<file path="src/rtl/mul_seq_signed.sv">
`timescale 1ns/1ps
`default_nettype none
// ============================================================================
// Module      : mul_seq_signed
// Description : Sequential shift-add multiplier with per-transaction
//               signed/unsigned mode and valid/ready handshakes on both
//               the operand (upstream) and result (downstream) sides.
//               One multiplier bit is retired per BUSY cycle; the full
//               2*DATA_SIZE-bit product is presented in DONE.
//
// Ports       : clk          - clock, rising-edge active
//               rst_n        - asynchronous active-low reset
//               a_in         - multiplicand (DATA_SIZE bits)
//               b_in         - multiplier   (DATA_SIZE bits)
//               signed_in    - 1: operands are two's-complement, 0: unsigned
//               valid_f_in   - upstream operands valid
//               ready_f_in   - block can accept operands
//               valid_f_out  - result valid
//               result       - product (2*DATA_SIZE bits)
//               ready_f_out  - downstream ready
//
// Revision    : 1.0 - initial release
// ============================================================================
module mul_seq_signed #(
  parameter int DATA_SIZE = 16,
  parameter int CNT_SIZE  = $clog2(DATA_SIZE) + 1
) (
  input  logic                     clk,
  input  logic                     rst_n,
  input  logic [DATA_SIZE-1:0]     a_in,
  input  logic [DATA_SIZE-1:0]     b_in,
  input  logic                     signed_in,
  input  logic                     valid_f_in,
  output logic                     ready_f_in,
  output logic                     valid_f_out,
  output logic [2*DATA_SIZE-1:0]   result,
  input  logic                     ready_f_out
);

  typedef enum logic [1:0] {
    ST_IDLE = 2'd0,
    ST_BUSY = 2'd1,
    ST_DONE = 2'd2
  } state_t;

  localparam logic [CNT_SIZE-1:0] c_last_step = CNT_SIZE'(DATA_SIZE - 1);

  state_t                   r_state;
  state_t                   w_state_nxt;

  logic [DATA_SIZE-1:0]     r_mcand;    // multiplicand magnitude
  logic [DATA_SIZE-1:0]     r_mplier;   // multiplier magnitude, shifts right; low product bits shift in at the top
  logic [DATA_SIZE-1:0]     r_upper;    // upper accumulator half
  logic [CNT_SIZE-1:0]      r_cnt;
  logic                     r_neg;
  logic [2*DATA_SIZE-1:0]   r_result;

  logic                     w_ready_in;
  logic                     w_valid_out;
  logic                     w_accept;
  logic                     w_last;
  logic [DATA_SIZE-1:0]     w_a_mag;
  logic [DATA_SIZE-1:0]     w_b_mag;
  logic [DATA_SIZE:0]       w_sum;
  logic [2*DATA_SIZE-1:0]   w_prod;

  // Magnitudes of the incoming operands. The most-negative value negates
  // to itself, which read as unsigned is exactly 2^(DATA_SIZE-1).
  assign w_a_mag = (signed_in & a_in[DATA_SIZE-1]) ? (~a_in + DATA_SIZE'(1)) : a_in;
  assign w_b_mag = (signed_in & b_in[DATA_SIZE-1]) ? (~b_in + DATA_SIZE'(1)) : b_in;

  assign w_last   = (r_cnt == c_last_step);
  assign w_accept = valid_f_in & w_ready_in;

  // One shift-add step: the carry is kept so the right shift of
  // {carry, upper, multiplier} loses nothing.
  assign w_sum  = {1'b0, r_upper} + (r_mplier[0] ? {1'b0, r_mcand} : {(DATA_SIZE+1){1'b0}});
  // Full unsigned product as it stands after the final step's shift.
  assign w_prod = {w_sum, r_mplier[DATA_SIZE-1:1]};

  // --------------------------------------------------------------------------
  // FSM state register
  // --------------------------------------------------------------------------
  always_ff @(posedge clk or negedge rst_n) begin
    if (!rst_n) begin
      r_state <= ST_IDLE;
    end else begin
      r_state <= w_state_nxt;
    end
  end

  // --------------------------------------------------------------------------
  // FSM next state and handshake outputs
  // --------------------------------------------------------------------------
  always_comb begin
    w_state_nxt = r_state;
    w_ready_in  = 1'b0;
    w_valid_out = 1'b0;
    case (r_state)
      ST_IDLE: begin
        w_ready_in = 1'b1;
        if (valid_f_in) begin
          w_state_nxt = ST_BUSY;
        end
      end
      ST_BUSY: begin
        if (w_last) begin
          w_state_nxt = ST_DONE;
        end
      end
      ST_DONE: begin
        w_valid_out = 1'b1;
        // Consuming the result frees the datapath in the same edge, so a
        // waiting operand pair goes straight to BUSY with no idle bubble.
        if (ready_f_out) begin
          w_ready_in  = 1'b1;
          w_state_nxt = valid_f_in ? ST_BUSY : ST_IDLE;
        end
      end
      default: begin
        w_state_nxt = ST_IDLE;
      end
    endcase
  end

  assign ready_f_in  = w_ready_in;
  assign valid_f_out = w_valid_out;
  assign result      = r_result;

  // --------------------------------------------------------------------------
  // Datapath
  // --------------------------------------------------------------------------
  always_ff @(posedge clk or negedge rst_n) begin
    if (!rst_n) begin
      r_mcand  <= '0;
      r_mplier <= '0;
      r_upper  <= '0;
      r_cnt    <= '0;
      r_neg    <= 1'b0;
      r_result <= '0;
    end else if (w_accept) begin
      r_mcand  <= w_a_mag;
      r_mplier <= w_b_mag;
      r_upper  <= '0;
      r_cnt    <= '0;
      r_neg    <= signed_in & (a_in[DATA_SIZE-1] ^ b_in[DATA_SIZE-1]);
    end else if (r_state == ST_BUSY) begin
      r_upper  <= w_sum[DATA_SIZE:1];
      r_mplier <= {w_sum[0], r_mplier[DATA_SIZE-1:1]};
      r_cnt    <= r_cnt + CNT_SIZE'(1);
      if (w_last) begin
        r_result <= r_neg ? (~w_prod + (2*DATA_SIZE)'(1)) : w_prod;
      end
    end
  end

endmodule
`default_nettype wire

</file>
<file path="config.mk">
export PLATFORM = sky130hd
export DESIGN_NAME = mul_seq_signed
export DESIGN_NICKNAME = d
export VERILOG_FILES = /design/src/rtl/mul_seq_signed.sv
export SDC_FILE = /design/constraint.sdc
export NUM_CORES = 1
export LEC_CHECK = 0
export ABC_AREA = 0
export CORE_ASPECT_RATIO = 0.5
export CORE_MARGIN = 3
export CORE_UTILIZATION = 50
export CTS_CLUSTER_DIAMETER = 50
export CTS_CLUSTER_SIZE = 12
export DETAILED_ROUTE_END_ITERATION = 10
export PLACE_DENSITY = 0.85
export SETUP_SLACK_MARGIN = 0.1
export SLEW_MARGIN = 20
export SYNTH_ARGS = -nofsm -noshare
export SYNTH_HDL_FRONTEND = slang
export SYNTH_SLANG_ARGS = --single-unit
</file>
<file path="constraint.sdc">
create_clock -name clk -period 7 [get_ports clk]
set_input_delay 1.4 -clock clk [delete_from_list [all_inputs] [get_ports clk]]
set_output_delay 1.4 -clock clk [all_outputs]
set_load 0.01 [all_outputs]
</file>
==> impl_metrics.json, run 1 <==
{
  "ys_ff_latch": 88,
  "skew_ns": 0.00638,
  "synth_common_cells": "nand2_1, dfrtp_1, o21ai_0",
  "post-cts-setup-buffers": 0,
  "p_int_mw": 1.68,
  "dr.first_iter.drc_count": 509,
  "synth_top_area_share": 0.381,
  "clock_latency_ns": 0.34,
  "grt_pass1_wl_um": 24300,
  "grt-ovfl-total": 0,
  "synthSimpleGateAreaFrac": 0.211,
  "worstPathArrival_ns": 2.71,
  "fp.dieH_um": 82.0,
  "synth_edf_count": 0,
  "cts_root_buffer": "clkbuf_16",
  "swShare": 0.445,
  "worst_pin_slew_ns": 1.02,
  "syn_nets": 725,
  "synth-seq-area-share": 0.381,
  "num_rows": 27,
  "final.fill_count": 949,
  "period_share": 0.587,
  "min_path_cells": 2,
  "reg2reg_depth": 11,
  "setup_viol_count_final": 0,
  "muxShareOfSynthArea": 0.00714,
  "clock_path_buffers": 2,
  "cts_buffers": 9,
  "core_um2": 11100,
  "seqPwrFrac": 0.322,
  "synth-compound-area-share": 0.222,
  "vias": 5218,
  "relSlewSlack": 0.321,
  "cts_resized": 0,
  "period_needed_ns": 4.11,
  "power_frac_clock": 0.149,
  "avgSynthCellArea_um2": 8.68,
  "reg2reg_from": "r_mplier[0]",
  "cap_viol_max_count": 0,
  "fmax_mhz": 243,
  "required_ns": 5.60,
  "p_leak_nw": 2.87,
  "portBuffers": 70,
  "power_frac_comb": 0.529,
  "rsz0062_at_grt": "false",
  "ant_nets": 0,
  "synthXorXnorAreaFrac": 0.0952,
  "startpoint_type": "input pin",
  "synth_top_family_by_area": "compound AO/OA/AOI/OAI gates",
  "antenna_found_initial": 0,
  "syn_to_final_growth_pct": 17.8,
  "hold_path_class": "flip-flop to flip-flop",
  "globalplace.congestion": 0.939,
  "r2r-end": "result[31]",
  "start_util": 0.519,
  "clkSlewWorstSetupHoldPaths_ns": 0.06,
  "cts_hold_buf": 0,
  "h-tree-depth": 3,
  "syn-cell-area_um2": 5780,
  "power_density_nw_per_um2": 444,
  "synthCells": 666,
  "tns_ns": 0,
  "r2r_setup_slack_ns": 3.12,
  "synth_cell_types": 67,
  "drtPass1Iterations": 5,
  "synth_adder_area_share": 0.0489,
  "worst-setup-path-type": "input pin to output pin",
  "dieArea_um2": 13000,
  "hold_start": "r_mcand[9]",
  "ys_warn_count": 0,
  "end_kind": "output pin",
  "synthTopCellsByArea": "dfrtp_1, nand2_1, o21ai_0",
  "hold_viol": 0,
  "drc": 0,
  "power.net_switching_mw": 1.35,
  "synthArstFlopShare": 1.00,
  "slew_violations": 0,
  "clock_sinks": 88,
  "io_pins": 71,
  "ir_drop_v": 0.000215,
  "grt_max_degree": 66,
  "cts_tree": "built",
  "via_per_inst": 6.03,
  "ys.flop_type": "dfrtp_1",
  "hold_ws_ns": 0.478,
  "grt_pass1_vias": 4736,
  "avgRoutedWirePerCell_um": 17.2,
  "drive_gt1_frac": 0.0583,
  "status": "completed",
  "track_usage": 0.237,
  "dp_hpwl_um": 11000,
  "whs_endpoint": "r_mcand[9]",
  "synth.largest_area_cell": "dfrtp_1",
  "synth.most_common_cell": "nand2_1",
  "wl_um": 14900,
  "nets": 775,
  "die_x_um": 158,
  "antenna_cells": 0,
  "crit_fanout": 3
}
## cell families (layout without fill, tap and decap cells)
logic type,Yosys count,count (layout)
flip-flops,88,88
adder cells (fa/ha/maj),22,22
XOR/XNOR,62,62
multiplexers,4,4
AND/OR/NAND/NOR,248,248
AO/OA/AOI/OAI,196,196
buffers and inverters,46,101
## flip-flops by register name, indices dropped and copies added, names as in the netlist
register  count
r_neg         1
r_mplier     16
r_upper      16
r_mcand      16
result       32
r_state       2
r_cnt         5
## per-stage QoR
step	power, mW	utilization	area, µm²	setup WS (ns)	std cells
3_5_place_dp	2.55	0.586	6540	2.88	850
3_3_place_gp	2.49	0.586	6540	2.91	850
4_1_cts	3.01	0.611	6810	2.88	866
2_1_floorplan	2.03	-	5780	3.71	666
6_report	3.02	0.611	6810	2.89	866
5_1_grt	3.25	0.611	6810	2.79	866
## cell usage in the layout (no fill, tap or decap), drive strengths merged, types with 3 or more instances in the layout
cell / n
xor2: 37
a211o: 3
nand2: 113
or4: 7
inv: 12
mux2i: 3
clkdlybuf4s50: 69
a21o: 8
and2: 21
o22ai: 3
nand3: 27
a21oi: 22
o2111ai: 4
and3: 7
xnor2: 25
ha: 21
buf: 5
nor3b: 3
clkbuf: 12
nand2b: 5
o21ai: 91
o41ai: 8
dfrtp: 88
nor2: 28
nor2b: 3
a2111oi: 4
nand4: 4
or2: 4
o21a: 4
a211oi: 4
or3: 5
a22oi: 10
o31a: 3
nor4: 6
nor3: 7
o31ai: 10
a31oi: 12
## final cells by class
class | count | area (µm²) | share of cell area
timing repair buffer | 74 | 728 | 0.107
multi-input combinational | 532 | 3380 | 0.497
inverter | 11 | 41.3 | 0.00606
tap | 145 | 181 | 0.0266
clock buffer | 12 | 246 | 0.0362
clock inverter | 4 | 28.8 | 0.00423
sequential | 88 | 2200 | 0.323
## routing by layer
layer | global-route usage | vias to the layer above | share of wire
li1 | - | 2495 | -
met1 | 0.350 | 2502 | 0.48
met2 | 0.363 | 195 | 0.44
met3 | 0.0437 | 26 | 0.070
met4 | 0.0549 | 0 | 0.014
met5 | 0 | - | 0
## worst max path at each step
stage                start    endpoint  slack (ns)
2_1_floorplan  r_mplier[0]  result[30]        3.71
6_report       ready_f_out  ready_f_in        2.89
3_5_place_dp   ready_f_out  ready_f_in        2.88
5_1_grt        ready_f_out  ready_f_in        2.79
4_1_cts        ready_f_out  ready_f_in        2.88
3_3_place_gp   ready_f_out  ready_f_in        2.91
## power groups by stage
stage,clock (mW),combinational (mW),sequential [mW]
6_report,0.452,1.60,0.973
5_1_grt,0.482,1.76,1.00
4_1_cts,0.456,1.59,0.965
3_5_place_dp,0,1.58,0.972
3_3_place_gp,0,1.53,0.960
2_1_floorplan,0,1.11,0.917
## worst max-delay path, stage by stage
cell	delay, ns
clkdlybuf4s50_1	0.48
inv_1	0.06
a21oi_1	0.20
clkdlybuf4s50_1	0.57
Note: power is estimated with default switching activity, not from simulation.
==> inputs of run 2 (changes only) <==
Settings changed: PLACE_DENSITY 0.85 to 0.88.
Clock period 7 ns to 3.6 ns, I/O delays scaled along.
==> run 2 against run 1 <==
  * Final cell count is 0.81% higher
  * Worst setup slack worse by 2.7 ns
  * Sequential share of layout area is 0.71 points lower
  * Critical endpoint is now result[28]
  * Global-route usage is 1.1 points higher
  * Hold slack worse by 0.017 ns
  * Register-to-register slack worse by 2.9 ns
  * Clock-buffer cell count is 1 lower
  * First-iteration DRC count is 12% higher
  * Via count is 1.7% higher
==> impl_metrics.json, run 2 (synthesis results as in run 1) <==
{
  "via_per_inst": 6.08,
  "end_kind": "flip-flop",
  "globalplace.congestion": 0.942,
  "antenna_cells": 0,
  "grt-ovfl-total": 0,
  "cp_cell_sequence": "buf_4 > and2_1 > ha_1 > a21o_1 > a221oi_4 > o2111ai_1 > and3_2 > o22ai_1 > o41ai_2 > xnor2_1 > o21ai_1",
  "relSlewSlack": 0.360,
  "cap_viol_max_count": 0,
  "fp.dieH_um": 82.0,
  "p_leak_nw": 2.94,
  "slowest_delay_ns": 0.61,
  "syn_to_final_growth_pct": 20.5,
  "power_density_nw_per_um2": 889,
  "dr.first_iter.drc_count": 569,
  "cts_tree": "built",
  "mostFrequentLayoutCell": "nand2_1",
  "status": "completed",
  "ant_nets": 0,
  "clock_latency_ns": 0.35,
  "antenna_found_initial": 0,
  "finish.instance_area_um2": 6960,
  "hold_viol": 0,
  "grt_max_degree": 66,
  "cp_num_buf_inv": 1,
  "track_usage": 0.249,
  "clock_sinks": 88,
  "drive_gt1_frac": 0.0755,
  "reg2reg_depth": 11,
  "cp_slowest_cell": "o22ai_1",
  "avgRoutedWirePerCell_um": 18.0,
  "ir_drop_v": 0.000460,
  "portBuffers": 70,
  "hold_path_class": "input pin to async pin",
  "worst-setup-path-type": "flip-flop to flip-flop",
  "grt_pass1_vias": 4963,
  "grt_pass1_wl_um": 25200,
  "start_util": 0.519,
  "dpl_cell_area_um2": 6580,
  "largest_register_ffs": 32,
  "crit_fanout": 14,
  "cts_root_buffer": "clkbuf_16",
  "period_needed_ns": 3.37,
  "cts_buffers": 9,
  "critPathLaunch": "r_mplier[0]",
  "drc": 0,
  "reg2reg_from": "r_mplier[0]",
  "dp_hpwl_um": 11400,
  "startpoint_type": "flip-flop",
  "setup_viol_count_final": 0,
  "die_x_um": 158,
  "cp_top_family": "compound AO/OA/AOI/OAI gates",
  "vias": 5306,
  "drtPass1Iterations": 5,
  "io_pins": 71,
  "slew_violations": 0,
  "rsz0062_at_grt": "true",
  "num_rows": 27,
  "h-tree-depth": 3,
  "cts_hold_buf": 0,
  "clock_path_buffers": 2,
  "clkSlewWorstSetupHoldPaths_ns": 0.06,
  "nets": 784,
  "final_cell_mix": "nand2_1, dfrtp_1, o21ai_0",
  "cp.depth": 11,
  "skew_ns": 0.00847,
  "period_share": 0.936,
  "core_um2": 11100,
  "fmax_mhz": 297,
  "tns_ns": 0,
  "worstPathArrival_ns": 3.58,
  "worst_pin_slew_ns": 0.960,
  "dieArea_um2": 13000,
  "required_ns": 3.81,
  "wl_um": 15700
}
-- run 2: cell types whose count changed in the layout (fill, tap and decap cells not counted), moves of 2 or more --
cell and delta:
bufinv_16 +2, a211oi_2 +2, clkinvlp_4 -2, a211oi_1 -2, buf_4 +9
-- run 2: final timing paths --
kind                                endpoint  slack (ns)
worst max register to register    result[28]        0.23
worst min register to register     result[4]        0.48
max in group asynchronous       r_mplier[13]        2.43
worst min-delay path             r_upper[12]        0.46
worst max-delay path              result[28]        0.23
min in group clk                   result[4]        0.48
-- run 2: routing by layer --
| layer | vias up | share of wire | wire, µm | track usage |
|---|---|---|---|---|
| met1 | 2543 | 0.45 | 7010 | 0.339 |
| met4 | 0 | 0.012 | 188 | 0.0506 |
| li1 | 2512 | - | - | - |
| met3 | 28 | 0.083 | 1310 | 0.0668 |
| met2 | 223 | 0.46 | 7210 | 0.403 |
| met5 | - | 0 | 0 | 0 |
-- run 2: where the power goes --
part / internal, mW / switching, mW / leakage [nW] / total (mW)
logic: 1.42 / 1.90 / 1.69 / 3.32
registers: 1.43 / 0.450 / 1.11 / 1.88
clock network: 0.602 / 0.384 / 0.146 / 0.986
total: 3.46 / 2.73 / 2.94 / 6.19
-- run 2: timing repair --
| item | in CTS | in global routing |
|---|---|---|
| setup buffers | 0 | 3 |
| resized for setup | 1 | 9 |
| endpoints found under the setup margin | 1 | 3 |
| pin swaps | 0 | 4 |
-- run 2: per-stage QoR --
step	setup slack, ns	std cells	utilization	total power, mW	hold slack, ns
floorplan	0.306	666	-	3.95	0.424
global placement	0.295	856	0.590	4.87	0.454
detailed placement	0.216	856	0.590	5.01	0.468
CTS	0.156	870	0.618	6.02	0.481
global route	0.0927	873	0.625	6.59	0.501
finish	0.231	873	0.625	6.19	0.461
-- run 2: area by class of cell --
type / instances / area [µm²]
inverters: 11 / 41.3
repair buffers: 83 / 796
flip-flops and latches: 88 / 2200
clock inverters: 3 / 68.8
clock buffers: 11 / 233
fillers: 868 / 4180
well taps: 145 / 181
multi-input cells: 532 / 3440
==> inputs of run 3 (changes only) <==
Settings changed: RECOVER_POWER set to 50.
==> run 3 against run 2 <==
  * Non-clock buffer count did not move
  * Utilization fell by 0.090 points
  * Sequential share of layout area barely moved
  * The run now ends with max-capacitance violations, max-slew violations left
  * Hold slack improved by 0.011 ns
  * Sequential power barely moved
  * Via count fell by 0.36%
  * Flip-flop and latch count did not move
  * Global-route usage did not move
  * Final cell count did not move
  * Die area did not move
  * Clock skew fell by 0.0011 ns
==> impl_metrics.json, run 3 (synthesis results as in run 1) <==
{
  "wl_um": 15600,
  "tns_ns": 0,
  "vias": 5287,
  "start_util": 0.519,
  "drive_gt1_frac": 0.0728,
  "dpl_cell_area_um2": 6580,
  "worstPathArrival_ns": 3.57,
  "hold_viol": 0,
  "wl_met2_um": 7150,
  "slew_violations": 64,
  "dp_hpwl_um": 11400,
  "cts_hold_buf": 0,
  "io_pins": 71,
  "final_cell_mix": "nand2_1, dfrtp_1, o21ai_0",
  "min_path_cells": 2,
  "drc": 0,
  "required_ns": 3.81,
  "ant_nets": 0,
  "cts_root_buffer": "clkbuf_16",
  "power_density_nw_per_um2": 886,
  "period_share": 0.933,
  "track_usage": 0.249,
  "antenna_cells": 0,
  "reg2reg_depth": 11,
  "highest_layer": "met4",
  "setup_viol_count_final": 0,
  "cts_buffers": 9,
  "syn_to_final_growth_pct": 20.3,
  "finish.instance_area_um2": 6950,
  "grt_pass1_vias": 4963,
  "avgRoutedWirePerCell_um": 17.9,
  "antenna_found_initial": 0,
  "rsz0062_at_grt": "true",
  "portBuffers": 70,
  "relSlewSlack": -0.0364,
  "skew_ns": 0.00734,
  "ir_drop_v": 0.000458,
  "clock_latency_ns": 0.35,
  "crit_fanout": 4,
  "status": "finished with violations",
  "mostFrequentLayoutCell": "nand2_1",
  "cap_viol_max_count": 1,
  "r2r_setup_slack_ns": 0.24,
  "grt-ovfl-total": 0,
  "worst-setup-path-type": "flip-flop to flip-flop",
  "startpoint_type": "flip-flop",
  "nets": 784,
  "via_per_inst": 6.06,
  "dr.first_iter.drc_count": 557,
  "worst_pin_slew_ns": 1.55,
  "clkSlewWorstSetupHoldPaths_ns": 0.06,
  "fmax_mhz": 298,
  "cts_tree": "built",
  "setup_slack_ns": 0.241,
  "hold_path_class": "flip-flop to flip-flop",
  "violations": "max-capacitance violations, max-slew violations",
  "num_rows": 27,
  "grt_pass1_wl_um": 25200,
  "power_mw": 6.16,
  "wl_met1_um": 7010,
  "fp.dieH_um": 82.0,
  "clock_sinks": 88,
  "core_um2": 11100,
  "end_kind": "flip-flop",
  "dieArea_um2": 13000,
  "die_x_um": 158,
  "drtPass1Iterations": 5,
  "hold_ws_ns": 0.472,
  "largest_register_ffs": 32,
  "h-tree-depth": 3,
  "place_ws_ns": 0.216,
  "p_leak_nw": 2.95,
  "period_needed_ns": 3.36,
  "clock_path_buffers": 2,
  "route.met3.wl_um": 1280,
  "globalplace.congestion": 0.942,
  "grt_max_degree": 66
}
run 3: changes by cell type in the layout (fill, tap and decap cells not counted):
| cell | delta |
|---|---|
| and2_0 | +2 |
| and2_1 | -2 |
| buf_4 | -3 |
| clkbuf_1 | +2 |
| clkbuf_2 | +1 |
| clkdlybuf4s50_1 | -12 |
| dlygate4sd3_1 | +12 |
run 3: cell type report:
cell class | instances | area, µm²
timing repair buffer | 83 | 786
inverter | 11 | 41.3
sequential | 88 | 2200
clock inverter | 3 | 68.8
fill | 873 | 4190
multi-input combinational | 532 | 3440
clock buffer | 11 | 233
tap | 145 | 181
run 3: per-layer routing:
metal  up-vias  global-route usage
met1      2524               0.339
met2       223               0.403
met3        28              0.0668
met5         -                   0
li1       2512                   -
met4         0              0.0506
run 3: worst max-delay path, stage by stage (launching register included):
cell	delay (ns)
dfrtp_1	0.39
and2_1	0.16
ha_1	0.22
fa_2	0.37
a21o_2	0.23
a221oi_4	0.40
o2111ai_1	0.19
and3_2	0.24
o22ai_1	0.60
o41ai_2	0.16
xnor2_1	0.18
o21ai_1	0.07
run 3: repair_timing:
item                       in CTS  in global routing
resized for setup               1                  9
setup endpoints to repair       1                  3
buffers inserted                0                  3
pin swaps                       0                  4
run 3: path summary, 6_finish.rpt:
check                      startpoint           to
min in group asynchronous       rst_n  r_upper[12]
max in group asynchronous       rst_n    result[3]
max reg2reg                r_mcand[0]   result[28]
min                         result[4]    result[4]
max                        r_mcand[0]   result[28]
min reg2reg                 result[4]    result[4]
run 3: where the power goes:
part	total (mW)	internal (mW)	leakage (nW)	switching (mW)
Clock	0.985	0.602	0.146	0.383
Sequential	1.88	1.43	1.11	0.444
Combinational	3.30	1.40	1.70	1.90
run 3: metrics by stage:
stage,cells,utilization
6_report,873,0.624
5_1_grt,873,0.624
4_1_cts,870,0.618
3_5_place_dp,856,0.590
3_3_place_gp,856,0.590
2_1_floorplan,666,-
